[src/rtl/rv_uart_rx.sv]
// 8N1 UART receiver with a 2-flop input synchronizer and first-word fall-through byte storage.
// Define RV_UART_RX_FIFO_EN for a FIFO_DEPTH-entry FIFO; otherwise a single holding register.
`timescale 1ns/1ps

module rv_uart_rx #(
  parameter int unsigned DIV        = 868,
  parameter int unsigned FIFO_DEPTH = 16
) (
  input  logic       clk,
  input  logic       xreset,
  input  logic       rxd,
  input  logic       rd,
  input  logic       err_clr,
  output logic [7:0] rdata,
  output logic       rx_avail,
  output logic       rx_full,
  output logic       frame_err,
  output logic       overrun
);

  localparam logic [15:0] CntBit  = 16'(DIV - 1);
  localparam logic [15:0] CntHalf = 16'(DIV / 2 - 1);

  localparam logic [1:0] StIdle  = 2'd0;
  localparam logic [1:0] StStart = 2'd1;
  localparam logic [1:0] StData  = 2'd2;
  localparam logic [1:0] StStop  = 2'd3;

  logic [1:0]  r_sync;
  logic        r_rxs_prev;
  logic        w_rxs;

  logic [1:0]  r_state, w_state_d;
  logic [15:0] r_cnt, w_cnt_d;
  logic [2:0]  r_idx, w_idx_d;
  logic [7:0]  r_shift, w_shift_d;

  logic        w_push;
  logic        w_stop_bad;
  logic        w_pop;
  logic        w_wr;
  logic        w_ovf;

  logic        r_frame_err, w_frame_err_d;
  logic        r_overrun, w_overrun_d;

  assign w_rxs = r_sync[1];

  always_ff @(posedge clk or negedge xreset) begin
    if (!xreset) begin
      r_sync     <= 2'b11;
      r_rxs_prev <= 1'b1;
    end else begin
      r_sync     <= {r_sync[0], rxd};
      r_rxs_prev <= w_rxs;
    end
  end

  // Falling-edge detect on the synchronized line means a low stop bit must go high
  // again before the next start can be recognized.
  always_comb begin
    w_state_d  = r_state;
    w_cnt_d    = r_cnt;
    w_idx_d    = r_idx;
    w_shift_d  = r_shift;
    w_push     = 1'b0;
    w_stop_bad = 1'b0;
    case (r_state)
      StIdle: begin
        if (r_rxs_prev && !w_rxs) begin
          w_state_d = StStart;
          w_cnt_d   = CntHalf;
        end
      end
      StStart: begin
        if (r_cnt == 16'd0) begin
          if (w_rxs) begin
            w_state_d = StIdle;
          end else begin
            w_state_d = StData;
            w_cnt_d   = CntBit;
            w_idx_d   = 3'd0;
          end
        end else begin
          w_cnt_d = r_cnt - 16'd1;
        end
      end
      StData: begin
        if (r_cnt == 16'd0) begin
          w_shift_d[r_idx] = w_rxs;
          w_cnt_d          = CntBit;
          w_idx_d          = r_idx + 3'd1;
          if (r_idx == 3'd7) begin
            w_state_d = StStop;
          end
        end else begin
          w_cnt_d = r_cnt - 16'd1;
        end
      end
      StStop: begin
        if (r_cnt == 16'd0) begin
          w_state_d  = StIdle;
          w_push     = w_rxs;
          w_stop_bad = !w_rxs;
        end else begin
          w_cnt_d = r_cnt - 16'd1;
        end
      end
      default: begin
        w_state_d = StIdle;
      end
    endcase
  end

  always_ff @(posedge clk or negedge xreset) begin
    if (!xreset) begin
      r_state <= StIdle;
      r_cnt   <= 16'd0;
      r_idx   <= 3'd0;
      r_shift <= 8'h00;
    end else begin
      r_state <= w_state_d;
      r_cnt   <= w_cnt_d;
      r_idx   <= w_idx_d;
      r_shift <= w_shift_d;
    end
  end

`ifdef RV_UART_RX_FIFO_EN
  localparam int unsigned AW = $clog2(FIFO_DEPTH);

  logic [7:0]  r_mem [FIFO_DEPTH];
  logic [AW:0] r_wptr;
  logic [AW:0] r_rptr;
  logic        w_empty;
  logic        w_full;

  assign w_empty = (r_wptr == r_rptr);
  assign w_full  = (r_wptr[AW] != r_rptr[AW]) && (r_wptr[AW-1:0] == r_rptr[AW-1:0]);

  // A same-cycle pop frees the slot the push lands in, so a full FIFO still accepts.
  assign w_pop = rd && !w_empty;
  assign w_wr  = w_push && (!w_full || w_pop);
  assign w_ovf = w_push && w_full && !w_pop;

  always_ff @(posedge clk or negedge xreset) begin
    if (!xreset) begin
      r_wptr <= '0;
      r_rptr <= '0;
    end else begin
      if (w_wr) begin
        r_wptr <= r_wptr + 1'b1;
      end
      if (w_pop) begin
        r_rptr <= r_rptr + 1'b1;
      end
    end
  end

  always_ff @(posedge clk) begin
    if (w_wr) begin
      r_mem[r_wptr[AW-1:0]] <= r_shift;
    end
  end

  assign rdata    = w_empty ? 8'h00 : r_mem[r_rptr[AW-1:0]];
  assign rx_avail = !w_empty;
  assign rx_full  = w_full;
`else
  logic [7:0] r_hold;
  logic       r_valid;
  logic       w_unused_depth;

  assign w_unused_depth = ^FIFO_DEPTH;

  assign w_pop = rd && r_valid;
  assign w_wr  = w_push && (!r_valid || w_pop);
  assign w_ovf = w_push && r_valid && !w_pop;

  always_ff @(posedge clk or negedge xreset) begin
    if (!xreset) begin
      r_hold  <= 8'h00;
      r_valid <= 1'b0;
    end else begin
      if (w_wr) begin
        r_hold  <= r_shift;
        r_valid <= 1'b1;
      end else if (w_pop) begin
        r_valid <= 1'b0;
      end
    end
  end

  assign rdata    = r_valid ? r_hold : 8'h00;
  assign rx_avail = r_valid;
  assign rx_full  = r_valid;
`endif

  // Setting events take priority over err_clr in the same cycle.
  always_comb begin
    w_frame_err_d = r_frame_err;
    w_overrun_d   = r_overrun;
    if (err_clr) begin
      w_frame_err_d = 1'b0;
      w_overrun_d   = 1'b0;
    end
    if (w_stop_bad) begin
      w_frame_err_d = 1'b1;
    end
    if (w_ovf) begin
      w_overrun_d = 1'b1;
    end
  end

  always_ff @(posedge clk or negedge xreset) begin
    if (!xreset) begin
      r_frame_err <= 1'b0;
      r_overrun   <= 1'b0;
    end else begin
      r_frame_err <= w_frame_err_d;
      r_overrun   <= w_overrun_d;
    end
  end

  assign frame_err = r_frame_err;
  assign overrun   = r_overrun;

endmodule

[config.mk]
export PLATFORM = sky130hd
export DESIGN_NAME = rv_uart_rx
export DESIGN_NICKNAME = d
export VERILOG_FILES = /design/src/rtl/rv_uart_rx.sv
export SDC_FILE = /design/constraint.sdc
export NUM_CORES = 1
export LEC_CHECK = 0
export ABC_AREA = 1
export BUFFER_PORTS_ARGS = -buffer_cell sky130_fd_sc_hd__buf_2
export CORE_MARGIN = 8
export CORE_UTILIZATION = 45
export CTS_CLUSTER_DIAMETER = 200
export DETAILED_ROUTE_END_ITERATION = 10
export GPL_TIMING_DRIVEN = 0
export PLACE_DENSITY = 0.6
export SYNTH_ARGS = -nofsm -noshare
export SYNTH_HDL_FRONTEND = slang
export SYNTH_SLANG_ARGS = --single-unit
export TNS_END_PERCENT = 1
[constraint.sdc]
create_clock -name clk -period 2.5 [get_ports clk]
set_input_delay 0.125 -clock clk [delete_from_list [all_inputs] [get_ports clk]]
set_output_delay 0.125 -clock clk [all_outputs]
set_load 0.01 [all_outputs]
==> summary.md, run 1 <==
| Metric | Value |
|---|---|
| Clock sink count | 43 |
| Distinct cells, synth | 34 |
| Vias in the first global route | 1,835 |
| Crit path to | r_cnt[14] |
| # rows | 27 |
| Multi-input logic area | 1260 um2 |
| Max Transition Viols Final | 0 |
| Number of antenna diodes | 0 |
| HP Class | input pin to async pin |
| Worst skew pair latency | 0.30 ns |
| CTS tree | built |
| First drt pass iteration count | 4 |
| Post-synthesis sequential area ratio | 41.8% |
| FMAX | 551 MHz |
| Setup TNS Final | 0 ns |
| Failing checks | hold timing |
| FILL cells | 561 |
| Total CTS buffers | 5 |
| Family with the most delay on the worst path | simple AND/OR/NAND/NOR gates |
| CP max stage cell | dfrtp_1 |
| Via total after detailed routing | 2,039 |
| Cells along the critical path | inv_1 > ha_1 > nand3_1 > nor2_4 > nand2_2 > nand2_1 > nand2_1 > nand2_2 > nand2_4 > inv_4 > nor2_2 |
| CP arrival | 2.01 ns |
| Largest net degree at the start of global routing | 44 |
| Static Leak | 0.00144 uW |
| Reg-to-Reg Start | r_cnt[0] |
| Synth Cell Area | 2580 um2 |
| Worst IR drop on VDD | 0.365 mV |
| CP Class | register to register |
| Relative slew slack | 37.5% |
| Nets | 365 |
| Syn_area_per_cell | 7.91 um2 |
| CTS Buffer Depth | 2 |
| Initial core utilization | 46.7% |
| Post-Route WL | 5130 um |
| Layout cells sized above 1 | 21.3% |
| Vias per inst | 4.81 |
| DIE AREA | 8430 um2 |
| CP Launch Type | register |
| Setup ws final | 0.685 ns |
| Syn Inst Count | 327 |
| Worst EP required | 2.69 ns |
| # setup viols final | 0 |
| Critical path depth in cells | 11 |
| Htree depth | 2 |
| Placement Setup Slack | 0.710 ns |
| Routability Congestion | 0.808 |
| First-pass GRT wire length | 8780 um |
| Hold Fails Final Rpt | 40 |
| Die Y | 91.8 um |
| Overflow after GRT | 0 |
| I/O pins | 17 |
| Reg clk slew, reported paths | 0.09 ns |
| Detail Route Antenna Nets | 0 |
| Initial DRC Count | 86 |
| Layout area overhead | 10.3% |
| Most frequent cells in the layout | nand2_1, inv_1, dfrtp_1 |
| DRC | 0 |
| Final hold slack | -0.0439 ns |
| Crit Reg-Reg Endpoint | r_cnt[14] |
| DPL Wire Length | 3830 um |
| Clock skew | 0.00763 ns |
| Post-layout min period | 1.82 ns |
| Worst R2R Setup Slack | 0.68 ns |
| Setup crit end kind | register |
| Outcome | complete, but fails checks |
| Flops & latches, synth | 43 |
| Fin crit share | 72.6% |
| Max-cap violations | 0 |
| FF+latch area | 1080 um2 |
| Crit. Startpoint | r_cnt[0] |
| Worst Path Buf+Inv | 2 |
| Commonest non-fill, non-tap cell in the layout | nand2_1 |
| Total GRT Usage | 12.7% |
| Worst-Margin Slew | 0.938 ns |
| Yosys warning count | 0 |
| Pwr dens | 827 nW/um2 |
| Die X | 91.8 um |
| Root buf cell | clkbuf_8 |
| Crit Path Max Fanout | 6 |
| Highest cell delay on the worst timing path | 0.39 ns |
| Antenna violations before repair | 0 |
| Syn Nets | 341 |
| Port Buf Inserts | 16 |
| Core Region | 5540 um2 |
| RSZ-0062 raised after global routing | false |
| WL per Instance | 12.1 um |
| R2R depth | 11 |
[worst min-delay path by stage]
stage / start / end / slack (ns)
global placement: rxd / r_sync[0] / 0.23
CTS: xreset / async pin / 0.01
detailed placement: rxd / r_sync[0] / 0.23
finish: xreset / r_cnt[9] / -0.04
global route: xreset / async pin / 0.05
floorplan: xreset / async pin / -0.17
[flip-flops by register name (all words and copies together) (netlist names), named ones only]
signal,cells
overrun,1
r_sync,2
frame_err,1
r_hold,8
r_rxs_prev,1
r_shift,8
r_state,1
rx_avail,1
r_idx,3
r_cnt,16
[metrics by stage]
| stage | instance area, um2 | utilization [%] | hold WS, ns | std cells | total power, uW |
|---|---|---|---|---|---|
| after global routing | 2850 | 51.4 | 0.0524 | 424 | 2550 |
| final | 2850 | 51.4 | -0.0439 | 424 | 2360 |
| after detailed placement | 2760 | 49.7 | 0.231 | 415 | 1930 |
| after CTS | 2850 | 51.4 | 0.00969 | 424 | 2380 |
| after global placement | 2760 | 49.7 | 0.230 | 415 | 1920 |
| after floorplan | 2580 | - | -0.171 | 327 | 1700 |
[cells in the mapped netlist, drive strengths merged]
cell type / count / area (um2)
nand4: 5 / 31.3
a22oi: 2 / 15.0
dfstp: 3 / 78.8
xnor2: 1 / 8.76
xor2: 2 / 17.5
o32ai: 1 / 8.76
dfrtp: 40 / 1000
o21ai: 31 / 189
ha: 9 / 113
nor2: 44 / 246
nor3: 7 / 40.0
buf: 3 / 30.0
o21bai: 2 / 15.0
inv: 55 / 211
clkbuf: 1 / 3.75
nand3: 27 / 160
a21oi: 3 / 15.0
o22ai: 1 / 6.26
or2: 1 / 6.26
nand2: 88 / 377
a21boi: 1 / 11.3
[per-layer routing]
layer | vias to the layer above | global-route usage [%] | share of wire [%]
met5 | - | 0 | 0
met4 | 0 | 3.62 | 1.2
met3 | 6 | 3.42 | 5.4
met2 | 37 | 18.4 | 41
met1 | 918 | 18.0 | 52
li1 | 1078 | - | -
[logic make-up (layout without fill, tap and decap cells)]
family	Yosys count	after routing	synth area share [%]
AND/OR/NAND/NOR	172	172	33.3
buffers and inverters	59	84	9.49
flip-flops	43	43	41.8
AO/OA/AOI/OAI	41	41	10.1
adder cells (fa/ha/maj)	9	9	4.36
XOR/XNOR	3	3	1.02
[area by class of cell]
class	count	share of cell area, %
repair buffers	17	3.16
well taps	72	3.16
inverters	55	7.42
multi-input cells	225	44.2
plain buffers	4	1.19
clock buffers	6	2.55
clock inverters	2	0.439
flip-flops and latches	43	37.9
[power breakdown]
group | internal, uW | switching (uW) | total (uW) | leakage, uW
sequential | 783 | 92.0 | 875 | 0.000571
combinational | 340 | 701 | 1040 | 0.000831
clock | 196 | 247 | 442 | 0.0000412
[timing repair]
item	in CTS	in global routing
setup buffers	0	0
hold endpoints to repair	1	0
setup endpoints to repair	0	0
hold buffers	1	0
resized for setup	0	0
(Power assumes the default switching activity.)
==> inputs of run 2 (changes only) <==
==> constraint.sdc (replaced) <==
create_clock -name clk -period 1.9 [get_ports clk]
set_input_delay 0.095 -clock clk [delete_from_list [all_inputs] [get_ports clk]]
set_output_delay 0.095 -clock clk [all_outputs]
set_load 0.01 [all_outputs]
==> summary.md, run 2 (synthesis gave the netlist of run 1 again) <==
| Metric | Value |
|---|---|
| Outcome | finished, final reports clean |
| RSZ-0062 raised after global routing | false |
| Layout area overhead | 10.6% |
| Initial core utilization | 46.7% |
| Sw Pwr | 1370 uW |
| Fin util | 51.6% |
| CP Class | register to register |
| # setup viols final | 0 |
| First drt pass iteration count | 4 |
| Pwr Total | 3100 uW |
| HP Class | input pin to register |
| CP arrival | 1.96 ns |
| First-pass GRT wire length | 8780 um |
| Layout cells sized above 1 | 21.5% |
| Largest regs | r_cnt: 16 flops, r_hold: 8 flops, r_shift: 8 flops |
| Worst IR drop on VDD | 0.483 mV |
| Worst EP required | 2.09 ns |
| Die X | 91.8 um |
| Static Leak | 0.00145 uW |
| DRC | 0 |
| Vias per inst | 4.78 |
| Crit Path Max Fanout | 6 |
| Clock power share | 18.8% |
| Via total after detailed routing | 2,030 |
| Flop pwr share | 37.2% |
| WL per Instance | 12.1 um |
| Max-cap violations | 0 |
| Vias in the first global route | 1,835 |
| Detail Route Antenna Nets | 0 |
| Internal power | 1730 uW |
| Setup TNS Final | 0 ns |
| DPL Wire Length | 3830 um |
| Hold Path Origin | err_clr |
| # rows | 27 |
| Hold Fails Final Rpt | 0 |
| Relative slew slack | 37.4% |
| Pwr dens | 1080 nW/um2 |
| Worst-Margin Slew | 0.939 ns |
| Routability Congestion | 0.808 |
| Crit. Startpoint | r_cnt[1] |
| Largest net degree at the start of global routing | 44 |
| Worst skew pair latency | 0.30 ns |
| Worst R2R Setup Slack | 0.13 ns |
| Commonest non-fill, non-tap cell in the layout | nand2_1 |
| CP Launch Type | register |
| Htree depth | 2 |
| Largest Register | r_cnt |
| Post-layout min period | 1.77 ns |
| Most frequent cells in the layout | nand2_1, inv_1, dfrtp_1 |
| CTS tree | built |
| I/O pins | 17 |
| Total GRT Usage | 12.7% |
| Port Buf Inserts | 16 |
| Sw Ratio | 44.1% |
| Total CTS buffers | 5 |
| R2R depth | 11 |
| FMAX | 565 MHz |
| Overflow after GRT | 0 |
| Clock sink count | 43 |
| Number of flip-flops in the largest register | 16 |
| Max Transition Viols Final | 0 |
| Fin crit share | 93.2% |
| Root buf cell | clkbuf_8 |
| Setup crit end kind | register |
| Combinational Power Share | 44.0% |
| Reg clk slew, reported paths | 0.09 ns |
| Initial DRC Count | 71 |
| Nets | 366 |
| Clock skew | 0.00791 ns |
| Core Region | 5540 um2 |
| Hold Crit Depth | 2 |
| Post-Route WL | 5130 um |
| CTS Buffer Depth | 2 |
| Die Y | 91.8 um |
| Number of antenna diodes | 0 |
| Reg-to-Reg Start | r_cnt[1] |
| DIE AREA | 8430 um2 |
| Antenna violations before repair | 0 |
[run 2: changes by cell type in the layout (fill, tap and decap cells not counted)]
| cell | delta |
|---|---|
| dlygate4sd3_1 | +1 |
| inv_1 | -1 |
| inv_2 | +1 |
[run 2: metal layers]
metal  wire length (um)  track usage [%]  part of all wire (%)
met5                  0                0                     0
met4                 59             3.62                   1.2
met3                236             3.42                   4.6
met2               2100             18.4                    41
met1               2740             18.0                    53
[run 2: path summary, 6_finish.rpt]
path                         endpoint
setup / recovery            r_cnt[14]
hold reg to reg             r_sync[1]
max in group asynchronous  r_shift[7]
hold / removal              frame_err
min in group asynchronous    r_cnt[9]
setup reg to reg            r_cnt[14]
[run 2: critical path, stage by stage, from the launching register on]
cell	delay [ns]
dfrtp_1	0.37
inv_1	0.13
ha_1	0.22
nand3_1	0.13
nor2_4	0.17
nand2_2	0.11
nand2_1	0.07
nand2_1	0.13
nand2_2	0.11
nand2_4	0.06
inv_4	0.10
nor2_2	0.05
[run 2: final cells by class]
type                       instances  area [um2]
buffer                             4        33.8
clock buffer                       6        72.6
clock inverter                     2        12.5
fill                             560        2680
inverter                          55         211
multi-input combinational        225        1260
sequential                        43        1080
tap                               72        90.1
timing repair buffer              18         100
[run 2: stage by stage]
| stage | area (um2) | setup WS (ns) | hold slack, ns | instances |
|---|---|---|---|---|
| after global routing | 2860 | 0.00660 | 0.0282 | 425 |
| after floorplan | 2580 | 0.373 | -0.201 | 327 |
| after detailed placement | 2760 | 0.110 | 0.201 | 415 |
| after global placement | 2760 | 0.104 | 0.200 | 415 |
| after CTS | 2860 | 0.0718 | 0.00815 | 425 |
| final | 2860 | 0.129 | 0.0209 | 425 |
[run 2: repair_timing]
action | CTS | global route
hold endpoints to repair | 41 | 0
buffers inserted | 0 | 0
endpoints found under the setup margin | 0 | 12
resized for setup | 0 | 1
hold buffers | 2 | 0
[run 2: power groups by stage]
stage	logic, uW	registers (uW)	clock network [uW]
global route	1550	1170	636
finish	1370	1150	583
CTS	1380	1150	604
global placement	1360	1160	0
detailed placement	1370	1170	0
floorplan	1090	1140	0
==> inputs of run 3 (changes only) <==
--- a/config.mk
+++ b/config.mk
@@ -7,12 +7,14 @@
 export LEC_CHECK = 0
 export ABC_AREA = 1
 export BUFFER_PORTS_ARGS = -buffer_cell sky130_fd_sc_hd__buf_2
+export CELL_PAD_IN_SITES_DETAIL_PLACEMENT = 1
+export CELL_PAD_IN_SITES_GLOBAL_PLACEMENT = 1
 export CORE_MARGIN = 8
 export CORE_UTILIZATION = 45
 export CTS_CLUSTER_DIAMETER = 200
 export DETAILED_ROUTE_END_ITERATION = 10
 export GPL_TIMING_DRIVEN = 0
-export PLACE_DENSITY = 0.6
+export PLACE_DENSITY = 0.77
 export SYNTH_ARGS = -nofsm -noshare
 export SYNTH_HDL_FRONTEND = slang
 export SYNTH_SLANG_ARGS = --single-unit
==> summary.md, run 3 (synthesis gave the netlist of run 1 again) <==
| Metric | Value |
|---|---|
| Outcome | finished, final reports clean |
| Fin crit share | 93.2% |
| Final non-filler cell total | 425 |
| Internal power | 1740 uW |
| Static Leak | 0.00145 uW |
| CP Launch Type | register |
| # setup viols final | 0 |
| Setup ws final | 0.129 ns |
| Worst-Margin Slew | 0.988 ns |
| Commonest non-fill, non-tap cell in the layout | nand2_1 |
| Total CTS buffers | 5 |
| CTS tree | built |
| Routability Congestion | 0.791 |
| RSZ-0062 raised after global routing | false |
| Pwr dens | 1110 nW/um2 |
| Max-cap violations | 0 |
| Via total after detailed routing | 2,141 |
| Vias per inst | 5.04 |
| Root buf cell | clkbuf_8 |
| Worst Path Buf+Inv | 2 |
| Highest cell delay on the worst timing path | 0.40 ns |
| Die Y | 91.8 um |
| Detail Route Antenna Nets | 0 |
| Placement Setup Slack | 0.0667 ns |
| CP Class | register to register |
| Worst EP required | 2.10 ns |
| Sw Ratio | 45.2% |
| Initial DRC Count | 53 |
| Total GRT Usage | 15.4% |
| Sw Pwr | 1440 uW |
| FILL cells | 706 |
| Most frequent cells in the layout | nand2_1, inv_1, dfrtp_1 |
| Max Transition Viols Final | 0 |
| Cells along the critical path | inv_2 > ha_2 > nand3_1 > nor2_4 > nand2_2 > nand2_1 > nand2_1 > nand2_2 > nand2_4 > inv_4 > nor2_2 |
| Crit. Startpoint | r_cnt[0] |
| HP Class | input pin to register |
| Worst skew pair latency | 0.30 ns |
| Initial core utilization | 46.7% |
| Largest regs | r_cnt: 16 flops, r_hold: 8 flops, r_shift: 8 flops |
| Htree depth | 2 |
| Layout area overhead | 10.9% |
| Family with the most delay on the worst path | simple AND/OR/NAND/NOR gates |
| DPL Wire Length | 4690 um |
| Placed insts | 415 |
| Combinational Power Share | 45.2% |
| Largest net degree at the start of global routing | 44 |
| CP max stage cell | dfrtp_1 |
| Number of antenna diodes | 0 |
| Clock sink count | 43 |
| Setup TNS Final | 0 ns |
| CTS Buffer Depth | 2 |
| Number of flip-flops in the largest register | 16 |
| Clock skew | 0.00594 ns |
| First drt pass iteration count | 4 |
| Clock power share | 18.4% |
| CP arrival | 1.97 ns |
| Post-layout min period | 1.77 ns |
| Relative slew slack | 34.1% |
| Overflow after GRT | 0 |
| Reg clk slew, reported paths | 0.09 ns |
| Port Buf Inserts | 16 |
| DIE AREA | 8430 um2 |
| Die X | 91.8 um |
| DRC | 0 |
| WL per Instance | 14.2 um |
| Fin util | 51.8% |
| Antenna violations before repair | 0 |
| Crit Path Max Fanout | 6 |
| FMAX | 565 MHz |
| Worst IR drop on VDD | 0.544 mV |
| Largest Register | r_cnt |
| Hold Path Origin | err_clr |
| Vias in the first global route | 2,229 |
| Flop pwr share | 36.4% |
| I/O pins | 17 |
| Hold Fails Final Rpt | 0 |
| Nets | 366 |
| First-pass GRT wire length | 10,600 um |
| Post-Route WL | 6050 um |
| Layout cells sized above 1 | 22.1% |
| Setup crit end kind | register |
| Core Region | 5540 um2 |
| Reg-to-Reg Start | r_cnt[0] |
| # rows | 27 |
-- run 3: metal layers --
layer  wire, um  GRT usage (%)
met2       2750           25.0
met1       3020           19.8
met3        206           3.42
met5          0              0
met4         77           4.83
-- run 3: area by class of cell --
type	instances	area [um2]	area share, %
flip-flops and latches	43	1080	37.7
clock inverters	2	12.5	0.436
repair buffers	18	100	3.49
inverters	55	211	7.37
clock buffers	6	72.6	2.53
multi-input cells	225	1270	44.2
well taps	72	90.1	3.14
plain buffers	4	33.8	1.18
-- run 3: power by group through the flow --
stage	registers, uW	logic [uW]	clock network [uW]
floorplan	1140	1090	0
global route	1180	1600	630
CTS	1160	1440	605
finish	1160	1440	587
global placement	1170	1370	0
detailed placement	1180	1420	0
-- run 3: repair_timing --
| item | 4_1_cts | 5_1_grt |
|---|---|---|
| hold endpoints to repair | 41 | 0 |
| endpoints found under the setup margin | 0 | 15 |
| hold buffers | 2 | 0 |
| gates resized for setup | 0 | 4 |
| setup buffers | 0 | 0 |
-- run 3: worst reg2reg max path: cells and delay by family (launching register included) --
family	cells	cell delay [ns]
simple gates	8	0.85
flops	1	0.40
fa+ha+maj	1	0.21
buf+inv	2	0.22
-- run 3: worst paths after layout --
| path | endpoint | slack (ns) | depth (start not counted) |
|---|---|---|---|
| setup / recovery | r_cnt[12] | 0.13 | 11 |
| hold / removal | frame_err | 0.02 | 2 |
| setup reg to reg | r_cnt[12] | 0.13 | 11 |
| hold reg to reg | r_sync[1] | 0.36 | 0 |
| max in group asynchronous | r_hold[1] | 0.80 | 2 |
| min in group asynchronous | r_cnt[11] | 0.50 | 2 |
-- run 3: metrics by stage --
stage / power, uW / area [um2] / hold slack (ns)
after floorplan: 2230 / 2580 / -0.201
after global placement: 2530 / 2760 / 0.200
after detailed placement: 2600 / 2760 / 0.202
after CTS: 3200 / 2860 / 0.00995
after global routing: 3400 / 2870 / 0.0228
final: 3180 / 2870 / 0.0215
